`src/rtl/instr_seq_if.sv`:
```
// Load, control and issue signals between the program source and instr_sequencer.
// AW sets the width of prog_len (AW+1 bits, so a full buffer of 2**AW words can be counted).
interface instr_seq_if #(
  parameter int AW = 4
);
  logic          ld_valid;
  logic          ld_ready;
  logic [7:0]    ld_opcode;
  logic [3:0]    ld_a;
  logic [3:0]    ld_b;
  logic          start;
  logic          hold;
  logic          clear;
  logic [15:0]   instruction;
  logic          issue_valid;
  logic          busy;
  logic [AW:0]   prog_len;
  logic          err;

  modport master (
    output ld_valid, ld_opcode, ld_a, ld_b, start, hold, clear,
    input  ld_ready, instruction, issue_valid, busy, prog_len, err
  );

  modport slave (
    input  ld_valid, ld_opcode, ld_a, ld_b, start, hold, clear,
    output ld_ready, instruction, issue_valid, busy, prog_len, err
  );
endinterface

```
`src/rtl/instr_sequencer.sv`:
```
// Loads scrubbed instruction words into a program buffer and issues them one per cycle.
// Optional ISSUE_LOOP_EN: wrap back to mem[0] at end of program instead of halting in DONE.
//
// state   | meaning
// --------+-----------------------------------------------
// ST_IDLE | loading allowed; waiting for start
// ST_RUN  | issuing program words (hold stalls one cycle)
// ST_DONE | program finished; buffer retained, start re-runs
module instr_sequencer #(
  parameter int DEPTH = 16,
  parameter int AW    = 4
) (
  input  logic        i_clk,
  input  logic        i_reset,
  instr_seq_if.slave  bus
);

  localparam logic [15:0] LP_NOP    = 16'h1700;
  localparam logic [7:0]  LP_MAX_OP = 8'd23;
  localparam logic [AW:0] LP_DEPTH  = (AW+1)'(DEPTH);
  localparam logic [AW:0] LP_ONE    = (AW+1)'(1);
  localparam logic [AW:0] LP_ZERO   = '0;

  typedef enum logic [1:0] {
    ST_IDLE = 2'd0,
    ST_RUN  = 2'd1,
    ST_DONE = 2'd2
  } state_t;

  state_t      r_state;
  state_t      w_state_nxt;
  logic [15:0] r_mem [DEPTH];
  logic [AW:0] r_count;
  logic [AW:0] w_count_nxt;
  logic [AW:0] r_rd_ptr;
  logic [AW:0] w_rd_ptr_nxt;
  logic [15:0] r_instr;
  logic [15:0] w_instr_nxt;
  logic        r_issue_valid;
  logic        w_issue_valid_nxt;
  logic        r_busy;
  logic        r_err;
  logic        w_err_nxt;
  logic        w_ld_ready;
  logic        w_accept;
  logic        w_ld_illegal;
  logic [15:0] w_ld_word;
  logic [15:0] w_mem_head;
  logic [15:0] w_mem_rd;

  assign w_ld_ready   = (r_state == ST_IDLE) && (r_count < LP_DEPTH);
  assign w_accept     = bus.ld_valid & w_ld_ready & ~bus.clear;
  assign w_ld_illegal = bus.ld_opcode > LP_MAX_OP;
  assign w_ld_word    = w_ld_illegal ? LP_NOP : {bus.ld_opcode, bus.ld_a, bus.ld_b};

  // A word loaded into an empty buffer on the start edge is forwarded straight to issue.
  assign w_mem_head = (w_accept && (r_count == LP_ZERO)) ? w_ld_word : r_mem[0];
  assign w_mem_rd   = r_mem[r_rd_ptr[AW-1:0]];

  always_comb begin
    w_state_nxt       = r_state;
    w_count_nxt       = w_accept ? (r_count + LP_ONE) : r_count;
    w_rd_ptr_nxt      = r_rd_ptr;
    w_instr_nxt       = LP_NOP;
    w_issue_valid_nxt = 1'b0;
    w_err_nxt         = r_err | (w_accept & w_ld_illegal);

    if (bus.clear) begin
      w_state_nxt  = ST_IDLE;
      w_count_nxt  = LP_ZERO;
      w_rd_ptr_nxt = LP_ZERO;
    end else begin
      case (r_state)
        ST_IDLE: begin
          if (bus.start && ((r_count != LP_ZERO) || w_accept)) begin
            w_state_nxt       = ST_RUN;
            w_instr_nxt       = w_mem_head;
            w_issue_valid_nxt = 1'b1;
            w_rd_ptr_nxt      = LP_ONE;
          end
        end
        ST_RUN: begin
          if (bus.hold) begin
            w_rd_ptr_nxt = r_rd_ptr;
          end else if (r_rd_ptr < r_count) begin
            w_instr_nxt       = w_mem_rd;
            w_issue_valid_nxt = 1'b1;
            w_rd_ptr_nxt      = r_rd_ptr + LP_ONE;
          end else begin
`ifdef ISSUE_LOOP_EN
            w_instr_nxt       = r_mem[0];
            w_issue_valid_nxt = 1'b1;
            w_rd_ptr_nxt      = LP_ONE;
`else
            w_state_nxt       = ST_DONE;
`endif
          end
        end
        ST_DONE: begin
          if (bus.start) begin
            w_state_nxt       = ST_RUN;
            w_instr_nxt       = r_mem[0];
            w_issue_valid_nxt = 1'b1;
            w_rd_ptr_nxt      = LP_ONE;
          end
        end
        default: begin
          w_state_nxt  = ST_IDLE;
          w_count_nxt  = LP_ZERO;
          w_rd_ptr_nxt = LP_ZERO;
        end
      endcase
    end
  end

  always_ff @(posedge i_clk) begin
    if (!i_reset) begin
      r_state       <= ST_IDLE;
      r_count       <= LP_ZERO;
      r_rd_ptr      <= LP_ZERO;
      r_instr       <= LP_NOP;
      r_issue_valid <= 1'b0;
      r_busy        <= 1'b0;
      r_err         <= 1'b0;
    end else begin
      r_state       <= w_state_nxt;
      r_count       <= w_count_nxt;
      r_rd_ptr      <= w_rd_ptr_nxt;
      r_instr       <= w_instr_nxt;
      r_issue_valid <= w_issue_valid_nxt;
      r_busy        <= (w_state_nxt == ST_RUN);
      r_err         <= w_err_nxt;
    end
  end

  // Buffer storage has no reset; entries at or beyond count are never read.
  always_ff @(posedge i_clk) begin
    if (i_reset && w_accept) begin
      r_mem[r_count[AW-1:0]] <= w_ld_word;
    end
  end

  assign bus.ld_ready    = w_ld_ready;
  assign bus.instruction = r_instr;
  assign bus.issue_valid = r_issue_valid;
  assign bus.busy        = r_busy;
  assign bus.prog_len    = r_count;
  assign bus.err         = r_err;

endmodule

```
`src/flat_wrapper.sv`:
```
// flat-port wrapper written by rule: the top's interface ports become plain ports
module instr_sequencer_flat 
#(
  parameter int DEPTH = 16,
  parameter int AW    = 4
)
  (i_clk, i_reset, bus_ld_valid, bus_ld_opcode, bus_ld_a, bus_ld_b, bus_start, bus_hold, bus_clear, bus_ld_ready, bus_instruction, bus_issue_valid, bus_busy, bus_prog_len, bus_err);
  instr_seq_if #(.AW(AW)) bus_i ();
  input  logic i_clk;
  input  logic i_reset;
  input wire logic [$bits(bus_i.ld_valid)-1:0] bus_ld_valid;
  input wire logic [$bits(bus_i.ld_opcode)-1:0] bus_ld_opcode;
  input wire logic [$bits(bus_i.ld_a)-1:0] bus_ld_a;
  input wire logic [$bits(bus_i.ld_b)-1:0] bus_ld_b;
  input wire logic [$bits(bus_i.start)-1:0] bus_start;
  input wire logic [$bits(bus_i.hold)-1:0] bus_hold;
  input wire logic [$bits(bus_i.clear)-1:0] bus_clear;
  output wire logic [$bits(bus_i.ld_ready)-1:0] bus_ld_ready;
  output wire logic [$bits(bus_i.instruction)-1:0] bus_instruction;
  output wire logic [$bits(bus_i.issue_valid)-1:0] bus_issue_valid;
  output wire logic [$bits(bus_i.busy)-1:0] bus_busy;
  output wire logic [$bits(bus_i.prog_len)-1:0] bus_prog_len;
  output wire logic [$bits(bus_i.err)-1:0] bus_err;
  assign bus_i.ld_valid = bus_ld_valid;
  assign bus_i.ld_opcode = bus_ld_opcode;
  assign bus_i.ld_a = bus_ld_a;
  assign bus_i.ld_b = bus_ld_b;
  assign bus_i.start = bus_start;
  assign bus_i.hold = bus_hold;
  assign bus_i.clear = bus_clear;
  assign bus_ld_ready = bus_i.ld_ready;
  assign bus_instruction = bus_i.instruction;
  assign bus_issue_valid = bus_i.issue_valid;
  assign bus_busy = bus_i.busy;
  assign bus_prog_len = bus_i.prog_len;
  assign bus_err = bus_i.err;
  instr_sequencer #(.DEPTH(DEPTH), .AW(AW)) u_core (.i_clk(i_clk), .i_reset(i_reset), .bus(bus_i));
endmodule
```
`config.mk`:
```
export PLATFORM = sky130hd
export DESIGN_NAME = instr_sequencer_flat
export DESIGN_NICKNAME = d
export VERILOG_FILES = /design/src/rtl/instr_seq_if.sv /design/src/rtl/instr_sequencer.sv /design/src/flat_wrapper.sv
export SDC_FILE = /design/constraint.sdc
export NUM_CORES = 1
export LEC_CHECK = 0
export CORE_ASPECT_RATIO = 1.4
export CORE_MARGIN = 8
export CORE_UTILIZATION = 40
export DETAILED_ROUTE_END_ITERATION = 12
export DONT_BUFFER_PORTS = 1
export GPL_TIMING_DRIVEN = 0
export SYNTH_ARGS = -nofsm -noshare
export SYNTH_HDL_FRONTEND = slang
export SYNTH_SLANG_ARGS = --single-unit
```
`constraint.sdc`:
```
create_clock -name i_clk -period 4.2 [get_ports i_clk]
set_input_delay 0.63 -clock i_clk [delete_from_list [all_inputs] [get_ports i_clk]]
set_output_delay 0.63 -clock i_clk [all_outputs]
set_load 0.02 [all_outputs]
```
=== Yosys cells after proc, flatten, opt, wreduce, memory -nomap -nowiden ===
Memory sizes are Yosys's and may differ from the RTL's. A register that Yosys moved wholly into a read port is not among the register bits.
Index checks and enable logic that the tools add are counted.
W data, S select, Z words.

* Equal/unequal tests: 7
* Bitwise logic cells: 7
* Magnitude comparators: 3
* Reduce and logical (&&, ||, !) cells: 12
* Add/sub/neg operators: 2
* Multiplexer cells: 27

{| class="wikitable"
|+ Operators by type and width
! cell !! number
|-
| $mux W16 || 6
|-
| $pmux W16 S3 || 1
|-
| $mux W5 || 4
|-
| $pmux W5 S3 || 1
|-
| $add A5 B1 Y5 const B || 2
|-
| $mux W2 || 5
|-
| $gt A8 B5 Y1 const B || 1
|-
| $mux W4 || 2
|-
| $mux W1 || 6
|-
| $ne A2 B2 Y1 const B || 3
|-
| $pmux W2 S3 || 1
|-
| $reduce_or A3 Y1 || 2
|-
| $logic_not A5 Y1 || 1
|-
| $lt A5 B5 Y1 || 1
|-
| $lt A5 B5 Y1 const B || 1
|-
| $reduce_bool A5 Y1 || 1
|-
| $eq A2 B1 Y1 const B || 2
|-
| $logic_and A1 B1 Y1 || 4
|-
| $reduce_and A4 Y1 || 1
|-
| $and A1 B1 Y1 || 3
|-
| $not A1 Y1 || 3
|-
| $pmux W1 S3 || 1
|-
| $eq A2 B2 Y1 const B || 1
|-
| $logic_not A2 Y1 || 1
|-
| other kinds (4) || 4
|}

* Input bits: 22
* Register bits after elaboration: 31
* Memories: 1
* RAM bits: 256

{| class="wikitable"
|+ Memories
! memory !! words !! width !! rd ports !! clocked after memory_dff !! write ports !! RTL line !! RTL
|-
| u_core.r_mem || 16 || 16 || 2 || 1 || 1 || instr_sequencer.sv:32 || <nowiki>logic [15:0] r_mem [DEPTH];</nowiki>
|}

=== Logic depth before layout (Yosys ltp) ===
Gate-level depths: netlist (run 1).

* Depth in word-level cells: 10
* Gate-level depth with buffers: 9
* Depth with buffers taken out: 7

=== Worst setup path before layout (run 1) ===
OpenSTA, ideal clock, no wires.

* Kind: register to register
* Start: register u_core.r_count[4], in the netlist u_core.bus.prog_len[4]
* End: memory u_core.r_mem[3][0], enable pin
* Cell stages (with the launch flop): 6
* Path buffers: 1
* Arrival time: 2641 ps
* Path slack: 1150 ps
* Required time: 3791 ps
* Period minus slack after synthesis: 3050 ps
* Cells stage by stage: dfxtp_1 or3_1 buf_6 nor2_1 nand3_1 nor3_1

* Longest elaborated chain between the ends: 7

{| class="wikitable"
|+ Ends and longest elaborated chain
! element !! RTL line !! RTL
|-
| from (decl) || instr_sequencer.sv:33 || <nowiki>logic [AW:0] r_count;</nowiki>
|-
| from (signal assigned) || instr_sequencer.sv:127 || <nowiki>r_count <= w_count_nxt;</nowiki>
|-
| $lt A5 B5 Y1 || instr_sequencer.sv:51 || <nowiki>assign w_ld_ready = (r_state == ST_IDLE) && (r_count < LP_DEPTH);</nowiki>
|-
| $logic_and A1 B1 Y1 || instr_sequencer.sv:51 ||
|-
| $and A1 B1 Y1 (2 in a row) || instr_sequencer.sv:52 || <nowiki>assign w_accept = bus.ld_valid & w_ld_ready & ~bus.clear;</nowiki>
|-
| $logic_and A1 B1 Y1 || instr_sequencer.sv:138 || <nowiki>if (i_reset && w_accept) begin</nowiki>
|-
| $mux W1 || instr_sequencer.sv:138 ||
|-
| $mux W1 (not written as such) || instr_sequencer.sv:139 || <nowiki>r_mem[r_count[AW-1:0]] <= w_ld_word;</nowiki>
|-
| to (decl) || instr_sequencer.sv:32 ||
|}

No other way between the ends.

=== Worst setup path in the final report (run 1) ===
* Start: register u_core.r_count[2], in the netlist u_core.bus.prog_len[2]
* End: register u_core.r_instr[7], in the netlist u_core.bus.instruction[7]

* Longest elaborated chain between the ends: 8

{| class="wikitable"
|+ Ends and longest elaborated chain
! element !! RTL line !! RTL
|-
| $lt A5 B5 Y1 || instr_sequencer.sv:51 ||
|-
| $logic_and A1 B1 Y1 || instr_sequencer.sv:51 ||
|-
| $and A1 B1 Y1 (2 in a row) || instr_sequencer.sv:52 ||
|-
| $logic_and A1 B1 Y1 or $logic_or A1 B1 Y1 (tied branches) || instr_sequencer.sv:57, instr_sequencer.sv:75 ||
|-
| $mux W16 or $logic_and A1 B1 Y1 (tied branches) || instr_sequencer.sv:57, instr_sequencer.sv:75 ||
|-
| $mux W16 || instr_sequencer.sv:75 || <nowiki>if (bus.start && ((r_count != LP_ZERO) || w_accept)) begin</nowiki>
|-
| $pmux W16 S3 * || instr_sequencer.sv:73 || <nowiki>case (r_state)</nowiki>
|-
| to (signal assigned) || instr_sequencer.sv:129 || <nowiki>r_instr <= w_instr_nxt;</nowiki>
|-
| to (decl) || instr_sequencer.sv:37 || <nowiki>logic [15:0] r_instr;</nowiki>
|}

Mark *: on every way between the ends. The rest lies on a longest branch, timed or not.
A chain may end at the register's enable or synchronous reset.

==> impl_metrics.toml, run 1 <==
[run_status]
status = "finished, final reports clean"

[logic_synthesis]
ys_types = 52
yosys.area_share.simple_pct = 4.48
synth_edf_count = 256
async_flop_share_pct = 0
yosys.area.top_type_share_pct = 66.5
syn_area_um2 = 11600
yosys.area.top_type = "edfxtp_1"
synth_top_family_by_area = "multiplexers"
ys_warn_count = 0
ys_ff_latch = 291
synth_xor_area_share_pct = 0.227
synth_most_common_cell = "edfxtp_1"
avgSynthCellArea_um2 = 18.7
synthMuxAreaShare_pct = 14.9
synth_compound_area_share_pct = 4.67
synth_commonest_cells = "256 x edfxtp_1, 71 x mux4_2, 35 x dfxtp_1"
seq_area_frac_synth_pct = 72.5
synth_ff_type = "edfxtp_1"
synth-adder-area-share_pct = 0.974
postSynthCellCount = 618
synth.area.top_cells = "edfxtp_1 66%, mux4_2 14%, dfxtp_1 6.1%"

[power]
p_seq_share_pct = 54.6
p_leak_nw = 4.38
p_clk_share_pct = 42.9
switchingPower_mw = 1.12
p_int_mw = 4.64
vdd_drop_max_uv = 263
switching_share_pct = 19.5
power_density_nw_per_um2 = 426
p_comb_share_pct = 2.6

[sta]
timing_hold_violations_final = 0
relSlewSlack_pct = 35.9
fin_crit_ns = 3.45
fin_tns_setup_ns = 0
setup_viol = 0
clock_skew_ns = 0.0109
grt_setup_unrepaired = "no"
period_share_pct = 82.1
drv_slew = 0
whs_ns = 0.231
tightest_slew_ns = 0.962
fmax_mhz = 290

[route]
final_antenna_net_count = 0
drc = 0
avgRoutedWirePerCell_um = 24.6
drtPass1Iterations = 5
drt_iter0_markers = 527
wirelength_um = 27400
vias = 6049
viasPerCell = 5.45

[grt]
grt_pass1_vias = 6381
grt_overflow_total = 0
antenna_found_initial = 0
grt_pass1_wl_um = 40500
grt_use_total_pct = 15.7
grt_max_degree = 18

[critical_path]
path_buf_inv = 3
crit_fanout = 10
worst-setup-path-type = "flip-flop to flip-flop"
cp_slowest_cell = "o21ai_0"
cpMostUsedCell = "o21ai_0"
critPathMaxStageDelay_ns = 0.65
crit_chain = "buf_2 -> inv_1 -> ha_1 -> a21oi_1 -> o21ai_0 -> o21ai_0 -> nand3_1 -> clkbuf_1 -> o22ai_1"
crit_family = "compound AO/OA/AOI/OAI gates"
critPathLaunchType = "flip-flop"
required_ns = 4.62
cp.arrival_ns = 3.86
crit_path_end_kind = "flip-flop"

[floorplanning]
rows = 73
chipWidth_um = 160
core_area_um2 = 28400
fp.dieH_um = 217
io_pins = 47
die_area_um2 = 34700
initial_core_util_pct = 40.7

[placement]
place_congestion = 0.788
dp_hpwl_um = 18800
io_buffers = 0

[finish]
multi_input_area_um2 = 3150
nNetsFinal = 746
regArea_um2 = 8390
fill_cells = 2316
drive_gt1_share_pct = 23.5
diodes = 0
area_growth_pct = 16.9

[clocking]
cts.sinks = 291
cts_max_path_buffers = 3
cts_made_buffers = 27
ctsHtreeMaxLevel = 1
clock_latency_ns = 0.54
cts_root_buf = "clkbuf_16"
post_cts_resized = 0
clk_pin_slew_ns = 0.06
postCtsHoldBufs = 0
postCtsSetupRepairBufs = 0
cts_tree = "yes"

[job]
drv_cap = 0

[hold_path]
hp-class = "primary input to flip-flop"
-- logic make-up after synthesis --
logic type               after synthesis
other                                  1
adder cells (fa/ha/maj)                9
AO/OA/AOI/OAI                         76
AND/OR/NAND/NOR                      100
buffers and inverters                 55
XOR/XNOR                               3
flip-flops                           291
multiplexers                          83
-- through the flow --
stage | setup slack (ns) | power, mW | util, % | cells | cell area, µm²
after floorplan | 1.15 | 3.31 | - | 665 | 11700
after global placement | -0.463 | 3.35 | 43.0 | 1040 | 12200
after detailed placement | 0.730 | 3.35 | 44.4 | 1061 | 12600
after CTS | 0.698 | 5.81 | 47.6 | 1110 | 13500
after global routing | 0.555 | 5.92 | 47.6 | 1110 | 13500
final | 0.754 | 5.76 | 47.6 | 1110 | 13500
-- path summary, 6_finish.rpt --
check	slack, ns	cells past startpoint	end	startpoint
hold / removal	0.23	1	u_core.bus.err	i_reset
setup / recovery	0.75	9	u_core.bus.instruction[7]	u_core.bus.prog_len[2]
hold reg to reg	0.49	2	u_core.r_rd_ptr[4]	u_core.r_rd_ptr[4]
setup reg to reg	0.75	9	u_core.bus.instruction[7]	u_core.bus.prog_len[2]
-- registers in the layout, summed over array words and instances, names as in the netlist, named ones only --
register / cells
u_core.r_state: 2
u_core.bus.busy: 1
u_core.bus.issue_valid: 1
u_core.bus.err: 1
u_core.r_mem: 256
u_core.bus.prog_len: 5
u_core.bus.instruction: 16
u_core.r_rd_ptr: 5
-- layer usage --
layer,up-vias,global-route usage [%],part of all wire [%]
met5,-,0,0
met4,0,6.62,3.5
met3,51,3.25,5.5
met2,182,28.5,53
met1,3170,17.7,38
li1,2646,-,-
-- worst reg2reg max path, delay by kind of cell, from the launching register on --
kind / cells / cell delay (ns)
AO/OA/AOI/OAI: 4 / 1.35
buffers and inverters: 3 / 0.86
flip-flops: 1 / 0.48
adder cells (fa/ha/maj): 1 / 0.33
AND/OR/NAND/NOR: 1 / 0.32
-- layout make-up --
class / instances / share of cell area (%)
multi-input combinational: 319 / 23.3
timing repair buffer: 21 / 2.65
clock inverter: 18 / 1.44
sequential: 291 / 62.1
inverter: 25 / 0.694
tap: 375 / 3.47
clock buffer: 31 / 5.18
buffer: 30 / 1.19
-- cells in the final DEF (no fill, tap or decap), drive strengths merged, types with 4 or more instances in the layout --
| master | Yosys | final |
|---|---|---|
| clkbuf | 10 | 41 |
| buf | 20 | 41 |
| edfxtp | 256 | 256 |
| clkinv | 1 | 13 |
| nand2 | 17 | 17 |
| dfxtp | 35 | 35 |
| conb | 1 | 48 |
| ha | 9 | 9 |
| nand3 | 14 | 14 |
| inv | 24 | 25 |
| a31oi | 4 | 4 |
| or3 | 4 | 4 |
| o22ai | 9 | 9 |
| nor2 | 23 | 23 |
| mux4 | 71 | 71 |
| mux2i | 12 | 12 |
| and2 | 11 | 11 |
| a21oi | 11 | 11 |
| o21ai | 12 | 12 |
| o31ai | 6 | 6 |
| nor3 | 7 | 7 |
| nor2b | 8 | 8 |
| bufinv | 0 | 4 |
| a22oi | 9 | 9 |
| a2111oi | 4 | 4 |
-- power by group through the flow --
| stage | clock [mW] | combinational, mW | sequential [mW] |
|---|---|---|---|
| final | 2.47 | 0.148 | 3.14 |
| after global routing | 2.62 | 0.160 | 3.14 |
| after CTS | 2.52 | 0.146 | 3.14 |
| after detailed placement | 0 | 0.146 | 3.21 |
| after global placement | 0 | 0.139 | 3.21 |
| after floorplan | 0 | 0.106 | 3.20 |
(Power assumes the default switching activity.)
==> run 2, diff against run 1 <==
Clock period 4.2 ns to 3.5 ns, I/O delays scaled along.
==> run 2 against run 1 <==
Routed wire length did not move. First-iteration DRC count did not move. Clock power rose by 20%. Clock skew fell by 0.0013 ns. Utilization did not move. Sequential power rose by 20%. Via count barely moved. Combinational power rose by 20%. Power rose by 20%. Cell area did not move. Critical endpoint unchanged. Largest cell class unchanged.
==> impl_metrics.toml, run 2 (synthesis gave the netlist of run 1 again) <==
[power]
vdd_drop_max_uv = 316
power_mw = 6.91
power_density_nw_per_um2 = 511
p_leak_nw = 4.38

[hold_path]
hp-class = "primary input to flip-flop"

[placement]
dp_hpwl_um = 18800
place_congestion = 0.788
place_ws_ns = 0.0305
dpl_cell_area_um2 = 12600
io_buffers = 0
place_inst = 1061

[critical_path]
crit_family = "buffers and inverters"
critPathMaxStageDelay_ns = 0.62
crit_chain = "buf_2 -> inv_1 -> ha_1 -> nand2_1 -> o21ai_0 -> o21ai_1 -> nand3_1 -> clkbuf_1 -> o22ai_1"
cp.arrival_ns = 3.56
crit_fanout = 10
critPathLaunchType = "flip-flop"
required_ns = 3.85
crit_path_end_kind = "flip-flop"
cp_slowest_cell = "clkbuf_1"
worst-setup-path-type = "flip-flop to flip-flop"
path_buf_inv = 3

[route]
drt_iter0_markers = 527
avgRoutedWirePerCell_um = 24.6
final_antenna_net_count = 0
viasPerCell = 5.45
drtPass1Iterations = 5
wirelength_um = 27400
drc = 0
vias = 6045

[sta]
fmax_mhz = 311
setup_viol = 0
fin_tns_setup_ns = 0
clock_skew_ns = 0.00963
period_share_pct = 91.7
drv_slew = 0
grt_setup_unrepaired = "no"
relSlewSlack_pct = 37.0
timing_hold_violations_final = 0
fin_crit_ns = 3.21
tightest_slew_ns = 0.945
setup_slack_ns = 0.289

[finish]
largest_reg_flops = 256
final_common_cell = "edfxtp_1"
design_area_um2 = 13500
diodes = 0
nNetsFinal = 746
finalNonFillerCells = 1110
drive_gt1_share_pct = 23.5
area_growth_pct = 16.9
mostFrequentLayoutCells = "256 x edfxtp_1, 71 x mux4_2, 48 x conb_1"

[run_status]
status = "finished, final reports clean"

[clocking]
clock_latency_ns = 0.53
cts_max_path_buffers = 3
cts.sinks = 291
ctsHtreeMaxLevel = 1
cts_tree = "yes"
cts_root_buf = "clkbuf_16"
clk_pin_slew_ns = 0.06
cts_made_buffers = 27
postCtsHoldBufs = 0

[grt]
grt_max_degree = 18
grt_use_total_pct = 15.7
grt_pass1_wl_um = 40500
antenna_found_initial = 0
grt_pass1_vias = 6381
grt_overflow_total = 0

[floorplanning]
die_area_um2 = 34700
chipWidth_um = 160
fp.dieH_um = 217
rows = 73
initial_core_util_pct = 40.7
core_area_um2 = 28400
io_pins = 47

[job]
drv_cap = 0
[run 2: path summary, 6_finish.rpt]
check	start	endpoint	slack, ns	cells after the start
hold / removal	i_reset	u_core.bus.err	0.13	1
hold reg to reg	u_core.r_rd_ptr[4]	u_core.r_rd_ptr[4]	0.49	2
setup reg to reg	u_core.bus.prog_len[2]	u_core.bus.instruction[7]	0.29	9
setup / recovery	u_core.bus.prog_len[2]	u_core.bus.instruction[7]	0.29	9
[run 2: area by class of cell]
| type | instances | area [µm²] |
|---|---|---|
| Timing Repair Buffer | 21 | 358 |
| Clock inverter | 18 | 195 |
| Buffer | 30 | 161 |
| Clock buffer | 31 | 701 |
| Fill cell | 2316 | 14900 |
| Inverter | 25 | 93.8 |
| Sequential cell | 291 | 8390 |
| Multi-Input combinational cell | 319 | 3150 |
| Tap cell | 375 | 469 |
[run 2: where the power goes]
| part | total (mW) | switching, mW | internal, mW |
|---|---|---|---|
| combinational | 0.177 | 0.104 | 0.0727 |
| sequential | 3.77 | 0.0125 | 3.76 |
| clock | 2.96 | 1.23 | 1.73 |
| total | 6.91 | 1.35 | 5.57 |
[run 2: stage by stage]
stage,hold WS [ns],util (%)
after CTS,0.107,47.6
final,0.126,47.6
after floorplan,0.454,-
after global routing,0.106,47.6
after detailed placement,0.480,44.4
after global placement,0.470,43.0
[run 2: what timing repair did]
item,CTS,global route
gates resized for setup,1,0
setup buffers,0,0
setup endpoints to repair,1,0
[run 2: layer usage]
metal | vias up | global-route usage (%) | wire length [µm]
met2 | 180 | 28.5 | 14600
li1 | 2646 | - | -
met1 | 3168 | 17.7 | 10300
met5 | - | 0 | 0
met4 | 0 | 6.62 | 965
met3 | 51 | 3.25 | 1480
==> run 3, diff against run 2 <==
Settings changed: CAP_MARGIN set to 10.
==> results of run 3 <==
Same layout as run 2: the final DEF is identical, and so are final timing and power.
